`src/rtl/game_pkg.sv`:
```
// Shared types and constants for the penalty-shootout game.
package game_pkg;

    typedef enum logic [2:0] {IDLE, AIM, FLIGHT, RESULT, OVER} state_t;

    localparam logic [3:0] GOAL_LEFT  = 4'd4;
    localparam logic [3:0] GOAL_RIGHT = 4'd11;
    localparam logic [3:0] KICK_Y     = 4'd14;
    localparam logic [3:0] KEEPER_Y   = 4'd1;
    localparam logic [3:0] CENTER_X   = 4'd7;

    localparam int LFSR_TAP_HI = 9;
    localparam int LFSR_TAP_LO = 6;

    // Crossbar spans x 3..12, i.e. bits 12..3 of a row (bit 15 is x=0).
    localparam logic [15:0] BAR_ROW = 16'h1FF8;

    function automatic logic near(input logic [3:0] a, input logic [3:0] b);
        return (a <= b + 4'd1) && (b <= a + 4'd1);
    endfunction

endpackage

```
`src/rtl/game_lfsr10.sv`:
```
// 10-bit Fibonacci LFSR, XNOR feedback so the all-zero reset state is legal.
module lfsr10
    import game_pkg::*;
(
    input  logic       clk,
    input  logic       RST,
    output logic [9:0] out
);

    always_ff @(posedge clk or negedge RST) begin
        if (!RST) begin
            out <= '0;
        end else begin
            out <= {out[8:0], ~(out[LFSR_TAP_HI] ^ out[LFSR_TAP_LO])};
        end
    end

endmodule

```
`src/rtl/game.sv`:
```
// Penalty-shootout game controller with 16x16 red/green pixel output.
// Optional: define PENALTY_GOAL_FLASH_EN to flash the goal area during RESULT.
//
// state  | meaning
// IDLE   | after reset, waiting for start; only the crossbar is drawn
// AIM    | ball on the kick spot, left/right move it, shoot kicks
// FLIGHT | ball rises one row per cycle, keeper walks toward its target
// RESULT | one cycle showing the outcome of the shot
// OVER   | all shots used, waiting for start
module game
    import game_pkg::*;
#(
    parameter int MAX_SHOTS = 5
) (
    input  logic              clk,
    input  logic              RST,
    input  logic              start,
    input  logic              left,
    input  logic              right,
    input  logic              shoot,
    output logic [15:0][15:0] RedPixels,
    output logic [15:0][15:0] GrnPixels,
    output logic [2:0]        score,
    output logic [2:0]        shots_num,
    output logic [3:0]        player_x,
    output logic [3:0]        player_y,
    output logic [3:0]        goalkeeper_x,
    output logic [9:0]        check
);

    localparam logic [2:0] SHOTS_LAST = 3'(MAX_SHOTS);

    state_t     state;
    logic [3:0] target;
    logic       goal;

    lfsr10 u_lfsr (
        .clk (clk),
        .RST (RST),
        .out (check)
    );

    always_ff @(posedge clk or negedge RST) begin
        if (!RST) begin
            state        <= IDLE;
            score        <= '0;
            shots_num    <= '0;
            player_x     <= CENTER_X;
            player_y     <= KICK_Y;
            goalkeeper_x <= CENTER_X;
            target       <= CENTER_X;
            goal         <= 1'b0;
        end else if (start) begin
            state        <= AIM;
            score        <= '0;
            shots_num    <= '0;
            player_x     <= CENTER_X;
            player_y     <= KICK_Y;
            goalkeeper_x <= CENTER_X;
            goal         <= 1'b0;
        end else begin
            case (state)
                AIM: begin
                    if (shoot) begin
                        target    <= GOAL_LEFT + {1'b0, check[2:0]};
                        shots_num <= shots_num + 3'd1;
                        state     <= FLIGHT;
                    end else if (left && !right && player_x > GOAL_LEFT) begin
                        player_x <= player_x - 4'd1;
                    end else if (right && !left && player_x < GOAL_RIGHT) begin
                        player_x <= player_x + 4'd1;
                    end
                end
                FLIGHT: begin
                    // Outcome is judged once the ball sits on the keeper row.
                    if (player_y == KEEPER_Y) begin
                        goal  <= !near(player_x, goalkeeper_x);
                        if (!near(player_x, goalkeeper_x)) begin
                            score <= score + 3'd1;
                        end
                        state <= RESULT;
                    end else begin
                        player_y <= player_y - 4'd1;
                        if (goalkeeper_x < target) begin
                            goalkeeper_x <= goalkeeper_x + 4'd1;
                        end else if (goalkeeper_x > target) begin
                            goalkeeper_x <= goalkeeper_x - 4'd1;
                        end
                    end
                end
                RESULT: begin
                    if (shots_num == SHOTS_LAST) begin
                        state <= OVER;
                    end else begin
                        state        <= AIM;
                        player_y     <= KICK_Y;
                        goalkeeper_x <= CENTER_X;
                    end
                end
                IDLE, OVER: begin
                end
                default: state <= IDLE;
            endcase
        end
    end

    always_comb begin
        GrnPixels    = '0;
        RedPixels    = '0;
        GrnPixels[0] = BAR_ROW;
        if (state != IDLE) begin
            GrnPixels[player_y][4'd15 - player_x]          = 1'b1;
            RedPixels[KEEPER_Y][4'd15 - goalkeeper_x + 4'd1] = 1'b1;
            RedPixels[KEEPER_Y][4'd15 - goalkeeper_x]        = 1'b1;
            RedPixels[KEEPER_Y][4'd14 - goalkeeper_x]        = 1'b1;
        end
`ifdef PENALTY_GOAL_FLASH_EN
        if (state == RESULT) begin
            if (goal) begin
                GrnPixels[0] = GrnPixels[0] | BAR_ROW;
                GrnPixels[1] = GrnPixels[1] | BAR_ROW;
                RedPixels[0] = RedPixels[0] & ~BAR_ROW;
                RedPixels[1] = RedPixels[1] & ~BAR_ROW;
            end else begin
                RedPixels[0] = RedPixels[0] | BAR_ROW;
                RedPixels[1] = RedPixels[1] | BAR_ROW;
                GrnPixels[0] = GrnPixels[0] & ~BAR_ROW;
                GrnPixels[1] = GrnPixels[1] & ~BAR_ROW;
            end
        end
`endif
    end

endmodule

```
`config.mk`:
```
export PLATFORM = sky130hd
export DESIGN_NAME = game
export DESIGN_NICKNAME = d
export VERILOG_FILES = /design/src/rtl/game_pkg.sv /design/src/rtl/game_lfsr10.sv /design/src/rtl/game.sv
export SDC_FILE = /design/constraint.sdc
export NUM_CORES = 1
export LEC_CHECK = 0
export ABC_AREA = 1
export BUFFER_PORTS_ARGS = -buffer_cell sky130_fd_sc_hd__buf_2
export CORE_AREA = 4 4 213 215
export CTS_CLUSTER_SIZE = 10
export DETAILED_ROUTE_END_ITERATION = 10
export DIE_AREA = 0 0 217 219
export HOLD_SLACK_MARGIN = 0.06
export MAX_ROUTING_LAYER = met4
export SLEW_MARGIN = 10
export SYNTH_ARGS = -nofsm -noshare
export SYNTH_HDL_FRONTEND = slang
export SYNTH_SLANG_ARGS = --single-unit
```
`constraint.sdc`:
```
create_clock -name clk -period 2.56 [get_ports clk]
set_clock_uncertainty 0.2 [all_clocks]
set_input_delay 0.512 -clock clk [delete_from_list [all_inputs] [get_ports clk]]
set_output_delay 0.512 -clock clk [all_outputs]
set_load 0.02 [all_outputs]
```
# [After elaboration in Yosys (flattened, before gate mapping)]
# Index checks and enable logic that the tools add are counted.
[word_totals] out_inout_bits=540 inputBits=6 elab_cells=122 ff_bits=35
[op_classes] magnitude_cmp=16 bitwise=5 eq_ne=14 n_mux=39 reduce_logical=28 addsub=12
[ops] cell="$mux 256" count=1
[ops] cell="$demux 16 s4" count=1
[ops] cell="$mux 4" count=13
[ops] cell="$mux 3" count=11
[ops] cell="$mux 16" count=2
[ops] cell="$or 16x16->16" count=2
[ops] cell="$lt 4x5->1 const B" count=5
[ops] cell="$ge 4x1->1 const B" count=5
[ops] cell="$demux 1 s4" count=4
[ops] cell="$pmux 4 s2" count=2
[ops] cell="$reduce_and 3->1" count=5
[ops] cell="$add 4x1->4 const B" count=3
[ops] cell="$ne 3x3->1 const B" count=4
[ops] cell="$pmux 3 s4" count=1
[ops] cell="$sub 4x1->4 const B" count=3
[ops] cell="$sub 4x4->4 const A" count=3
[ops] cell="$logic_and 1x1->1" count=10
[ops] cell="$reduce_bool 3->1" count=3
[ops] cell="$le 4x4->1" count=2
[ops] cell="$reduce_bool 2->1" count=4
[ops] cell="$add 3x1->3 const B" count=2
[ops] cell="$eq 3x2->1 const B" count=2
[ops] cell="$eq 3x3->1 const B" count=2
[ops] cell="$ne 2x2->1 const B" count=3
[ops] cell="16 further kinds" count=21

# [Longest topological paths before layout]
# Gate-level depths: netlist of the first run.
[logic_depth] depth_word=9 depth_mapped=14 depth_no_buf=13

# [Cells and area by module]
# Synthesis of the first run repeated with hierarchy kept, for this count alone.
[unflattened] hier_cells=939 area_unflattened_um2=6331.1
[by_module_without_submodules] module="game" area_each_um2=6062.1 seq_area_each_um2=640.6 n_inst=1 cells_each=924
[by_module_without_submodules] module="lfsr10" area_each_um2=269.0 seq_area_each_um2=250.2 n_inst=1 cells_each=15

# [Worst setup path before layout of the first run]
# Ideal clock, no wire load.
[synth_path] kind="register to output" start="register goalkeeper_x[0]" end="output port RedPixels[28] in the netlist's numbering" stages_incl_launch_ff=8 slack_ps=-153 required_time_ps=1848 n_path_buf=1 t_arrival_ps=2001 path_cell_list="dfstp_2 -> inv_1 -> ha_1 -> buf_2 -> xor2_4 -> inv_1 -> nand3_1 -> a31oi_1"
[synth_rtl] item="start, declared" line="game.sv:27" source="output logic [3:0] goalkeeper_x,"
[synth_rtl] item="start signal, assigned" line="game.sv:85" source="goalkeeper_x <= goalkeeper_x + 4'd1;"
[synth_rtl] item="start signal, assigned" line="game.sv:87" source="goalkeeper_x <= goalkeeper_x - 4'd1;"
[synth_rtl] item="end, declared" line="game.sv:21" source="output logic [15:0][15:0] RedPixels,"

==> results.txt, run 1 <==
For this configuration, the core starts out at a cell density of 14.0%. By instance count, the cell type seen most on the critical path is sky130_fd_sc_hd__buf_4. After global routing, the most crowded layer is met2. The setup slack after layout is -0.0834 ns.

The total overflow reported by the global router came out at 0. The slowest stage of the critical path belongs to the cell sky130_fd_sc_hd__dfstp_2. For this run, asynchronously set or reset flops after synthesis account for 100%. The pre-antenna-repair detailed-routing pass consisted of 4 iterations.

The flow ran to the end, but the final reports show violations. The yosys synthesis warning count came out at 0. The later pin in the worst-skew pair is clocked with a latency of 0.28 ns. The die width came out at 217 um.

TritonCTS built the clock tree. The floorplan has 77 rows. The analysis attributes to net switching a power of 4310 uW. The number of antenna violations at the first check in global routing is 0. Counting both buffers and inverters, the worst setup path holds a total of 3.

The transition at the pin with the smallest max-transition slack came out at 0.804 ns. The checks that failed: negative setup slack. The detailed placement HPWL is 21000 um. The critical path goes through inv_4 -> ha_4 -> xor2_4 -> buf_4 -> nand3_1 -> a31oi_2 -> buf_4. The maximum net fanout on the critical path is 6. The number of buffers inserted by hold repair at cts came out at 0. Summed over all failing endpoints, the final setup total negative slack is -0.447 ns. The part of the power in registers is 11.8%. The H-tree was split into 2 levels. The final number of hold-violating endpoints was 0. The met3 routing resource usage after global routing came out at 2.15%. The number of routed nets with antenna violations came out at 0.

Summing every instance area after synthesis gives 6130 um^2. Dividing the detail-routed via count by the number of cells gives 3.45. The synthesized design spends more area on one cell type than any other, namely sky130_fd_sc_hd__buf_4.

The worst hold path belongs to the class primary input to asynchronous set/reset pin. Entering global routing, the biggest net connects 36 pins. Timing would allow up to 378 MHz. The number of antenna cells inserted came out at 0.

The boundary pin count is 546. The number of buffer cells added on primary ports came out at 295. The sort of element at the end of the critical path is an output pin. The net count reported at finish came out at 1328. By area the synthesized netlist is led by sky130_fd_sc_hd__buf_4 31%, sky130_fd_sc_hd__nor2_1 17%, sky130_fd_sc_hd__dfrtp_1 9.4%.

The number of sinks handled by clock tree synthesis is 35. The minimum clock period after layout is 2.64 ns. Counting distinct cell types in the post-synthesis netlist gives 43. Each instance of the synthesized netlist takes up on average 6.49 um^2. The net switching fraction of the power is 55.5%. The global router's overall resource usage came out at 10.0%. The arrival time reported for the critical path endpoint is 1.93 ns. The power density normalized to cell area is 881 nW/um^2. The tree is rooted in a sky130_fd_sc_hd__clkbuf_16. The part of the total power dissipated in combinational logic is 79.2%. The die outline height came out at 219 um. The overall die area came out at 47500 um^2. The worst setup path is launched from a flip-flop. Internal power comes to 3450 uW. The number of enable flip-flop cells after synthesis came out at 0. The most used flip-flop cell after synthesis is sky130_fd_sc_hd__dfrtp_1. The growth of design area from synthesis to finish is 43.6%.

Measured against its own limit, the worst slew margin works out to 46.4%. The overall routed net length is 28500 um. The wire length of the first global-routing pass came out at 35100 um. Setup repair after global routing could not meet its margin everywhere. Synthesis inferred 35 register bits. The share of synthesized area in the top cell type comes to 31.5%. The highest ir drop seen on vdd is 446 uV. The post-route clock period utilization is 103%. The clock-pin slew of the registers on the worst-case setup and hold paths came out at 0.06 ns. The core box area came out at 43700 um^2. Summed over all cells, the static leakage comes to 0.00481 uW. The fraction of layout cells with a size suffix above 1 came out at 39.7%. STA puts the critical path data required time at 1.85 ns. The met2 usage came out at 17.9%. For this run, design rule violations remaining after detail routing come to 0. The number of CTS-inserted buffers came out at 5. The via count of the first global-routing pass is 5259.

The gate family responsible for the most delay along the worst path is flip-flops. For this block, the via count after detailed routing is 6505. The power consumption came out at 7750 uW. The global routing usage on met1 came out at 11.9%. The sequential-to-total area share from yosys stat came out at 14.5%. The setup violation total in the final timing report came out at 13. In the final routed layout, each cell accounts on average for 15.1 um.

The routability congestion estimate came out at 0.829. In this run the deepest clock path goes through 2 buffers. The critical path's largest stage delay is 0.58 ns. The clock share of power is 8.9%. The post-synthesis cell count came out at 944. The initial DRC count came out at 374.

Across the run, the number of max-cap violations was 0. The final max-slew violation count came out at 0. The critical path in this run is classified as flip-flop to output pin.
## synthesized netlist by cell type, types with 2 or more instances
master / number
sky130_fd_sc_hd__o21ai_0: 10
sky130_fd_sc_hd__a31oi_1: 4
sky130_fd_sc_hd__xor2_2: 2
sky130_fd_sc_hd__inv_4: 2
sky130_fd_sc_hd__nand4_4: 3
sky130_fd_sc_hd__nor2_1: 273
sky130_fd_sc_hd__inv_1: 44
sky130_fd_sc_hd__nor2_4: 4
sky130_fd_sc_hd__nand3_2: 3
sky130_fd_sc_hd__o21bai_1: 2
sky130_fd_sc_hd__clkbuf_1: 16
sky130_fd_sc_hd__o21ai_1: 4
sky130_fd_sc_hd__buf_2: 20
sky130_fd_sc_hd__dfrtp_1: 23
sky130_fd_sc_hd__xnor2_1: 3
sky130_fd_sc_hd__buf_6: 2
sky130_fd_sc_hd__o31ai_1: 2
sky130_fd_sc_hd__inv_2: 8
sky130_fd_sc_hd__nand3_4: 7
sky130_fd_sc_hd__ha_1: 30
sky130_fd_sc_hd__nand4_2: 3
sky130_fd_sc_hd__nand2_2: 5
sky130_fd_sc_hd__conb_1: 2
sky130_fd_sc_hd__xor2_1: 3
sky130_fd_sc_hd__a21oi_1: 7
sky130_fd_sc_hd__dfstp_2: 12
sky130_fd_sc_hd__nand3_1: 74
sky130_fd_sc_hd__nor2_2: 2
sky130_fd_sc_hd__buf_4: 257
sky130_fd_sc_hd__nand2_4: 2
sky130_fd_sc_hd__nand4_1: 6
sky130_fd_sc_hd__nand2_1: 98
## per-stage QoR
step	setup slack (ns)	utilization (%)	cells	hold WS [ns]	area [um^2]
floorplan	0.00278	-	1192	0.0164	7100
global placement	0.0293	17.4	1827	0.157	7620
detailed placement	-0.0163	17.4	1827	0.163	7620
CTS	-0.0708	19.3	1872	0.149	8460
global route	-0.145	20.1	1885	0.176	8800
finish	-0.0834	20.1	1885	0.120	8800
## final timing paths
check	start	to	slack, ns	depth (start not counted)
worst max-delay path	goalkeeper_x[0]$_DFFE_PN1P_	RedPixels[24]	-0.08	7
worst min-delay path	RST	u_lfsr.out[3]$_DFF_PN0_	0.12	1
worst max register to register	goalkeeper_x[1]$_DFFE_PN1P_	score[1]$_DFFE_PN0P_	0.09	15
worst min register to register	u_lfsr.out[4]$_DFF_PN0_	u_lfsr.out[5]$_DFF_PN0_	0.18	0
max in group asynchronous	RST	player_x[3]$_DFFE_PN0P_	1.48	1
min in group clk	u_lfsr.out[4]$_DFF_PN0_	u_lfsr.out[5]$_DFF_PN0_	0.18	0
## cells in the final DEF, fill, tap and decap left out, drive strengths merged, types with 12 or more instances in the layout
master	synthesis	routed
nand2	105	105
o21ai	15	15
conb	2	250
ha	30	30
inv	54	54
nor2	280	280
buf	281	386
dfrtp	23	23
nand4	12	12
nand3	84	87
dfstp	12	12
## power groups by stage
stage	Sequential (uW)	Combinational, uW	Clock (uW)
floorplan	986	3360	0
global placement	910	4780	0
detailed placement	912	4770	0
CTS	895	5640	702
global route	940	6640	729
finish	919	6140	692
## logic make-up (layout without fill, tap and decap cells)
logic type	after synthesis	count (layout)	share of synthesized area, %
DFF	35	35	14.5
other	2	250	0.123
buffers and inverters	352	450	38.2
xor gates and xnor gates	10	10	2.10
AOI/OAI and AO/OA	32	32	2.98
adders and majority gates	30	30	6.13
and+or+nand+nor	483	486	35.9
## per-layer routing
| metal | share of wire [%] | vias up |
|---|---|---|
| li1 | - | 3124 |
| met1 | 39 | 3028 |
| met2 | 51 | 333 |
| met3 | 8.9 | 20 |
| met4 | 1.1 | 0 |
| met5 | 0 | - |
## flip-flops by register name, summed over array words and instances, names as in the netlist
register,count
shots_num,3
state,3
u_lfsr.out,10
player_y,4
target,4
player_x,4
goalkeeper_x,4
score,3
## final cells by class
cell class                      count  area, um^2
Clock buffer                        6         129
Clock inverter                      2        37.5
Fill cell                        4950       34900
Inverter                           55         225
Multi-Input combinational cell    808        4170
Sequential cell                    35         893
Tap cell                          592         741
Timing Repair Buffer              387        2610
## repair_timing
item / CTS / global route
resized for setup: 60 / 57
buffers inserted: 36 / 10
gates cloned: 1 / 4
endpoints found under the setup margin: 219 / 215
pin swaps: 18 / 21
(Power assumes the default switching activity.)
==> inputs of run 2 (changes only) <==
CORE_AREA = 4 4 207 209   (was 4 4 213 215)
DIE_AREA = 0 0 211 213   (was 0 0 217 219)
SYNTH_HIERARCHICAL = 1   (was default)
==> run 2 against run 1 <==
The run still ends with negative setup slack left. Sequential power grew 2%. Final area rose by 14%. Wire length is 2.9% higher. Via count is 2.7% higher. Register-to-register slack gained 0.11 ns. Global-route usage increased by 0.46 points. Combinational power rose by 5.0%. Flip-flop and latch count is the same. First-iteration DRC count up 33%. Cell count fell by 3.7%. Setup slack worse by 0.026 ns.
==> results.txt, run 2 <==
The starting utilization of the core area is 15.5%. The overall die area came out at 44900 um^2. The number of buffer cells added on primary ports came out at 295. The core box area came out at 40800 um^2.

The setup violation total in the final timing report came out at 124. By area the synthesized netlist is led by sky130_fd_sc_hd__buf_4 30%, sky130_fd_sc_hd__nor2_1 12%, sky130_fd_sc_hd__dfrtp_1 9.1%. The net count reported at finish is 1316. The post-synthesis cell count is 939.

The setup slack of the worst register-to-register path came out at 0.20 ns. Once detail routing completed, the nets flagged for antenna violations numbered 0. The first TritonRoute pass finished after 5 iterations. The checks that failed: negative setup slack. The worst pin sits at a relative slew slack of 45.9%. The fraction of layout cells with a size suffix above 1 is 48.5%. The max capacitance violation total came out at 0. The clock share of power is 8.9%. After synthesis, the share of flip-flops with an asynchronous set or reset is 100%. After detailed routing, the average wire length per cell comes to 16.2 um. The boundary pin count came out at 546. The setup slack after layout came out at -0.110 ns. The floorplan has 74 rows. The compound-gate portion of the synthesized area came out at 3.24%.

The leakage power of the design came out at 0.00492 uW. The number of levels in the clock H-tree is 2. The critical path is of the flip-flop to output pin type. Dividing the final minimum period by the clock period gives 104%. The sequential-to-total area share from yosys stat came out at 14.1%. In this run the deepest clock path goes through 2 buffers. The cell sitting at the root of the clock tree is a sky130_fd_sc_hd__clkbuf_16. The number of antenna violations at the first check in global routing is 2. The sort of element at the end of the critical path is an output pin. The number of sinks handled by clock tree synthesis is 35. The maximum net fanout on the critical path is 7. The detailed placement HPWL came out at 21000 um. Setup repair after global routing could not meet its margin everywhere. The detailed router finished its first iteration with 497 violations. The library cell used most frequently in the layout, excluding fill and tap cells, is sky130_fd_sc_hd__conb_1. The power density normalized to cell area is 808 nW/um^2.

The wire length of the first global-routing pass came out at 35100 um. The final total negative setup slack is -5.64 ns. The total via count after detailed routing is 6680. The part of the power in registers came out at 11.6%. Summed over all instances, the cell type with the most area after synthesis is sky130_fd_sc_hd__buf_4. The Yosys step of the flow raised 6 warnings.

The flow ran to the end, but the final reports show violations. The number of placed instances, taps included, is 1761. The synthesized netlist devotes 37.4% of its cell area to simple gates. Registers take 892 um^2. The die width is 211 um. The highest ir drop seen on vdd came out at 310 uV. The upper clock frequency limit is 375 MHz. The adder and majority gate portion of the synthesized area is 5.93%. The commonest cells after synthesis are 257 x sky130_fd_sc_hd__buf_4, 210 x sky130_fd_sc_hd__nor2_1, 94 x sky130_fd_sc_hd__nand2_1. Data on the critical path is required at its endpoint by 1.85 ns. The number of distinct library cell variants in the gate-level netlist after synthesis came out at 40.

The minimum clock period after layout is 2.67 ns. For this run, design rule violations remaining after detail routing come to 0. Leaving out fill and tap cells, the most frequent cells in the layout are 250 x sky130_fd_sc_hd__conb_1, 184 x sky130_fd_sc_hd__buf_2, 139 x sky130_fd_sc_hd__nor2_1, 103 x sky130_fd_sc_hd__buf_6, 82 x sky130_fd_sc_hd__nand2_1.

The register bit count reported by yosys is 35. The number of buffers inserted by hold repair at cts came out at 0. The most frequent cell after synthesis is sky130_fd_sc_hd__buf_4. The internal portion of total power came out at 3500 uW. The clock tree from TritonCTS is built. The path class of the tightest hold or removal check is primary input to asynchronous set/reset pin. Dividing the detail-routed via count by the number of cells gives 3.68. The footprint of the multi-input gates came out at 4780 um^2. The area fraction of the dominant cell type after synthesis is 30.5%. The via count of the first global-routing pass came out at 5597.

The final max-slew violation count came out at 0. The growth of design area from synthesis to finish came out at 58.4%. In this run, synthesis inferred 0 flip-flops with an integrated enable. For this run, the leading register cell type out of synthesis is sky130_fd_sc_hd__dfrtp_1. The average footprint of a synthesized cell is 6.74 um^2. The overall routed net length is 29400 um. The total overflow reported by the global router came out at 0.

After clock tree synthesis, the clock-pin slew on the worst setup and hold paths is 0.06 ns. Counting flops per register, the top entry is u_lfsr/out. The insertion delay of the later-clocked pin in the worst-skew pair is 0.28 ns. The kind of launch point of the worst setup path is a flip-flop. The routability congestion estimate came out at 0.823. The transition at the pin with the smallest max-transition slack is 0.811 ns. The setup slack after placement came out at -0.0693 ns. Of the total power, the share spent switching nets is 56.8%. After synthesis, the share of cell area in mux cells is 0%. The area of the mapped netlist came out at 6330 um^2. After synthesis, the largest family of logic cells by area is buffers and inverters. Entering global routing, the biggest net connects 36 pins. The die is 213 um tall. The register with the most flip-flops in the layout has 10 of them. The global router's overall resource usage came out at 10.5%. The final number of hold-violating endpoints is 0. The arrival time reported for the critical path endpoint came out at 1.96 ns. The part of the total power dissipated in combinational logic came out at 79.6%. The number of fill cells is 4448. The share of the synthesized netlist area taken by xor and xnor gates is 1.52%.

The net switching power of the design came out at 4600 uW. After the flow finishes, the layout carries non-filler instances totaling 1815. The number of CTS-inserted buffers came out at 5.
## run 2: through the flow
| step | hold WS [ns] | total power (uW) | area (um^2) | util [%] |
|---|---|---|---|---|
| final | 0.123 | 8100 | 10000 | 24.6 |
| after detailed placement | 0.157 | 5860 | 7750 | 19.0 |
| after floorplan | 0.0164 | 4530 | 7310 | - |
| after global routing | 0.182 | 8710 | 10000 | 24.6 |
| after CTS | 0.150 | 7220 | 8460 | 20.7 |
| after global placement | 0.159 | 5780 | 7750 | 19.0 |
## run 2: path summary, 6_finish.rpt
check	from	end	cells past startpoint
setup / recovery	goalkeeper_x[0]$_DFFE_PN1P_	RedPixels[16]	10
hold / removal	RST	u_lfsr/out[9]$_DFF_PN0_	1
setup reg to reg	player_x[1]$_DFFE_PN1P_	score[1]$_DFFE_PN0P_	15
hold reg to reg	u_lfsr/out[8]$_DFF_PN0_	u_lfsr/out[9]$_DFF_PN0_	0
max in group asynchronous	RST	player_y[0]$_DFFE_PN0P_	1
min in group clk	u_lfsr/out[8]$_DFF_PN0_	u_lfsr/out[9]$_DFF_PN0_	0
## run 2: power by group through the flow
stage	Sequential, uW	Combinational (uW)	Clock (uW)
2_1_floorplan	1000	3530	0
3_3_place_gp	929	4850	0
3_5_place_dp	942	4920	0
4_1_cts	949	5530	735
5_1_grt	960	6990	761
6_report	937	6450	718
## run 2: critical path: stages, from the launching register on
cell and delay, ns:
sky130_fd_sc_hd__dfstp_2 0.61, sky130_fd_sc_hd__inv_6 0.06, sky130_fd_sc_hd__ha_4 0.17, sky130_fd_sc_hd__xor2_4 0.23
sky130_fd_sc_hd__inv_4 0.10, sky130_fd_sc_hd__nor2_4 0.13, sky130_fd_sc_hd__nand2_1 0.08, sky130_fd_sc_hd__nand3_2 0.07
sky130_fd_sc_hd__nand2_2 0.06, sky130_fd_sc_hd__inv_2 0.05, sky130_fd_sc_hd__buf_6 0.10
## run 2: metal layers
layer,wire length [um],GRT usage (%),up-vias
met1,10900,12.5,3172
met2,15800,19.2,378
met3,2350,1.94,20
li1,-,-,3110
met5,0,-,-
met4,284,0.671,0
## run 2: timing repair
| action | CTS | global route |
|---|---|---|
| setup endpoints to repair | 262 | 182 |
| gates cloned | 0 | 10 |
| pin swaps | 18 | 15 |
| gates resized for setup | 71 | 351 |
| setup buffers | 21 | 13 |
## run 2: layout make-up
type                    count  area share, %
clock inverters             3          0.474
diodes                      2         0.0499
well taps                 532           6.64
multi-input cells         802           47.6
inverters                  54           2.22
clock buffers               5           1.25
repair inverters            2          0.462
flip-flops and latches     35           8.90
repair buffers            380           32.4
## run 2: cells by family (layout without fill, tap and decap cells)
group,count (synthesis),in the layout
AND/OR/NAND/NOR,479,479
buffers and inverters,350,444
AO/OA/AOI/OAI,35,35
flip-flops,35,35
adder cells (fa/ha/maj),30,30
XOR/XNOR,8,8
other,2,252
==> inputs of run 3 (changes only) <==
CORE_AREA = 4 4 209 211   (was 4 4 207 209)
DIE_AREA = 0 0 213 215   (was 0 0 211 213)
==> run 3 against run 2 <==
The flow still finishes with violations (negative setup slack). Combinational power up 9.5%. Clock-buffer cell count up 1. Cell count up 1.7%. First-iteration DRC count down 26%. Critical endpoint is now RedPixels[25]. Sequential share of layout area down 0.93 points. Final area up 12%.
==> results.txt, run 3 (synthesis results as in run 2) <==
The flow ran to the end, but the final reports show violations. The final reports fail on negative setup slack. The number of antenna violations at the first check in global routing came out at 2.

The final total negative setup slack came out at -9.25 ns. The die outline height came out at 215 um. The final number of hold-violating endpoints came out at 0. Headroom to the max-slew limit came out at 44.8%. The global router's overall resource usage came out at 10.4%. For this block, the via count after detailed routing is 6822.

The routability congestion estimate came out at 0.826. Sequential cells burn 10.8% of the power. After detailed routing, the number of remaining DRC violations is 0. The library cell used most frequently in the layout, excluding fill and tap cells, is sky130_fd_sc_hd__conb_1. Of all nets on the critical path, the largest fanout is 7. For this design, the sink count on the clock tree is 35. The starting utilization of the core area came out at 15.2%. The upper clock frequency limit came out at 377 MHz. Clock tree synthesis selected as its root buffer the cell sky130_fd_sc_hd__clkbuf_16. The insertion delay of the later-clocked pin in the worst-skew pair is 0.28 ns.

The via count normalized by instance count came out at 3.70. The clock share of power is 8.1%. The type of the tightest min-delay check is primary input to asynchronous set/reset pin. The worst register-to-register path has a setup slack of 0.16 ns. The worst setup path is of the flip-flop to output pin kind. The slowest stage of the critical path is the sky130_fd_sc_hd__dfstp_2 cell.

The transition at the pin with the smallest max-transition slack came out at 0.828 ns. Entering global routing, the biggest net connects 36 pins. Ranked by flip-flop count, first place goes to u_lfsr/out. The analysis attributes to net switching a power of 4930 uW. The cell that appears most often on the critical path is sky130_fd_sc_hd__buf_6. The post-route clock period utilization is 104%. In the layout the commonest cells are 250 x sky130_fd_sc_hd__conb_1, 167 x sky130_fd_sc_hd__buf_6, 127 x sky130_fd_sc_hd__nor2_4, 126 x sky130_fd_sc_hd__buf_2, 99 x sky130_fd_sc_hd__nor2_1. The sort of element at the end of the critical path is an output pin. Broken down by cell family, the worst path's largest delay share belongs to flip-flops. Setup repair after global routing could not meet its margin everywhere. The worst register-to-register path ends at score[0]$_DFFE_PN0P_. For the worst flop-to-flop path, the logic depth is 15. Setup slack on the critical path of the routed design comes to -0.0930 ns.

The clock-pin slew of the registers on the worst-case setup and hold paths came out at 0.06 ns. The overall routed net length came out at 32200 um. The number of routed nets with antenna violations came out at 0. The internal portion of total power is 3780 uW. The final max-slew violation count is 0. The clock passes through at most 2 buffers.

The total overflow reported by the global router came out at 0. The number of flip-flops in the largest register is 10. Tracing the worst setup path back leads to its startpoint at goalkeeper_x[1]$_DFFE_PN1P_.

The growth of design area from synthesis to finish is 76.9%. The setup violation total in the final timing report is 242. The first global-routing pass estimated 35600 um of wire. The worst setup path is launched from a flip-flop. The core box area is 41800 um^2. The number of CTS-inserted buffers came out at 5.

The via count of the first global-routing pass came out at 5440. The die width is 213 um. The boundary pin count came out at 546. The fraction of layout cells with a size suffix above 1 is 53.0%.

STA puts the critical path data required time at 1.85 ns. The overall die area came out at 45800 um^2. The initial DRC count came out at 367. STA puts the critical path data arrival time at 1.94 ns.

The part of the total power dissipated in combinational logic came out at 81.1%. For this run, the share of the core covered by cells in the final layout is 26.8%. TritonCTS built the clock tree. The HPWL after detailed placement is 20400 um. The startpoint identified for the worst register-to-register timing path is goalkeeper_x[0]$_DFFE_PN1P_. The worst path buffer plus inverter count is 3. The number of buffer cells added on primary ports came out at 295. The minimum clock period after layout is 2.65 ns. Before antenna repair, the detailed router went through 5 iterations. In this run the number of H-tree levels came out at 2.

The highest ir drop seen on vdd came out at 391 uV. Across the run, the number of max-cap violations was 0. In this run the power density over the cells is 777 nW/um^2. The critical path's largest stage delay is 0.61 ns. The number of rows in the core area is 75. The leakage power of the design came out at 0.00512 uW. The net count reported at finish came out at 1340. The mean routed wirelength per cell is 17.5 um. The power consumption is 8700 uW. Net switching is 56.6% of the power. The signal on the critical path passes through buf_6 -> nand3_4 -> xor2_2 -> buf_6 -> nand3_2 -> a31oi_1 -> buf_4.
[run 3: cell types whose count changed in the layout (fill, tap and decap cells not counted), moves of 6 or more]
cell / change
sky130_fd_sc_hd__buf_4: +6
sky130_fd_sc_hd__nor2_2: -19
sky130_fd_sc_hd__clkbuf_16: +6
sky130_fd_sc_hd__nor2_1: -40
sky130_fd_sc_hd__buf_6: +64
sky130_fd_sc_hd__nand3_1: -11
sky130_fd_sc_hd__nand3_2: +12
sky130_fd_sc_hd__buf_2: -58
sky130_fd_sc_hd__nor2_4: +59
[run 3: worst max-delay path by stage]
stage / end / slack [ns] / cells after the start
2_1_floorplan: RedPixels[25] / 0.002 / 6
3_3_place_gp: RedPixels[25] / 0.04 / 7
3_5_place_dp: RedPixels[19] / 0.03 / 8
4_1_cts: RedPixels[25] / -0.1 / 7
5_1_grt: RedPixels[31] / -0.15 / 7
6_report: RedPixels[25] / -0.09 / 7
[run 3: final cells by class]
| cell class | instances | area (um^2) |
|---|---|---|
| Multi-Input combinational cell | 805 | 5270 |
| Tap cell | 539 | 674 |
| Sequential cell | 35 | 892 |
| Fill cell | 4417 | 30600 |
| Timing Repair inverter | 3 | 43.8 |
| Antenna cell | 2 | 5.00 |
| Clock inverter | 2 | 37.5 |
| Inverter | 54 | 229 |
| Clock buffer | 6 | 129 |
| Timing Repair Buffer | 400 | 3920 |
[run 3: per-stage QoR]
step / setup slack (ns) / area (um^2) / hold slack [ns] / std cells
floorplan: 0.00183 / 7310 / 0.0164 / 1187
global placement: 0.0429 / 7770 / 0.152 / 1769
detailed placement: 0.0272 / 7770 / 0.164 / 1769
CTS: -0.0967 / 8590 / 0.159 / 1806
global route: -0.147 / 11200 / 0.184 / 1846
finish: -0.0930 / 11200 / 0.133 / 1846
[run 3: power groups by stage]
| stage | Sequential (uW) | Clock (uW) | Combinational [uW] |
|---|---|---|---|
| after floorplan | 1000 | 0 | 3530 |
| after global placement | 943 | 0 | 4840 |
| after detailed placement | 950 | 0 | 4820 |
| after CTS | 934 | 717 | 5670 |
| after global routing | 967 | 735 | 7560 |
| final | 942 | 703 | 7060 |
[run 3: what timing repair did]
action,4_1_cts,5_1_grt
gates cloned,1,19
endpoints found under the setup margin,262,196
pin swaps,18,13
hold buffers,0,0
resized for setup,81,575
setup buffers,29,19
hold endpoints to repair,0,0
[run 3: per-layer routing]
| metal | track usage [%] | part of all wire, % | up-vias |
|---|---|---|---|
| met5 | - | 0 | - |
| met4 | 1.50 | 1.8 | 0 |
| met3 | 1.15 | 7.0 | 46 |
| met2 | 18.7 | 53 | 384 |
| met1 | 12.7 | 38 | 3221 |
| li1 | - | - | 3171 |
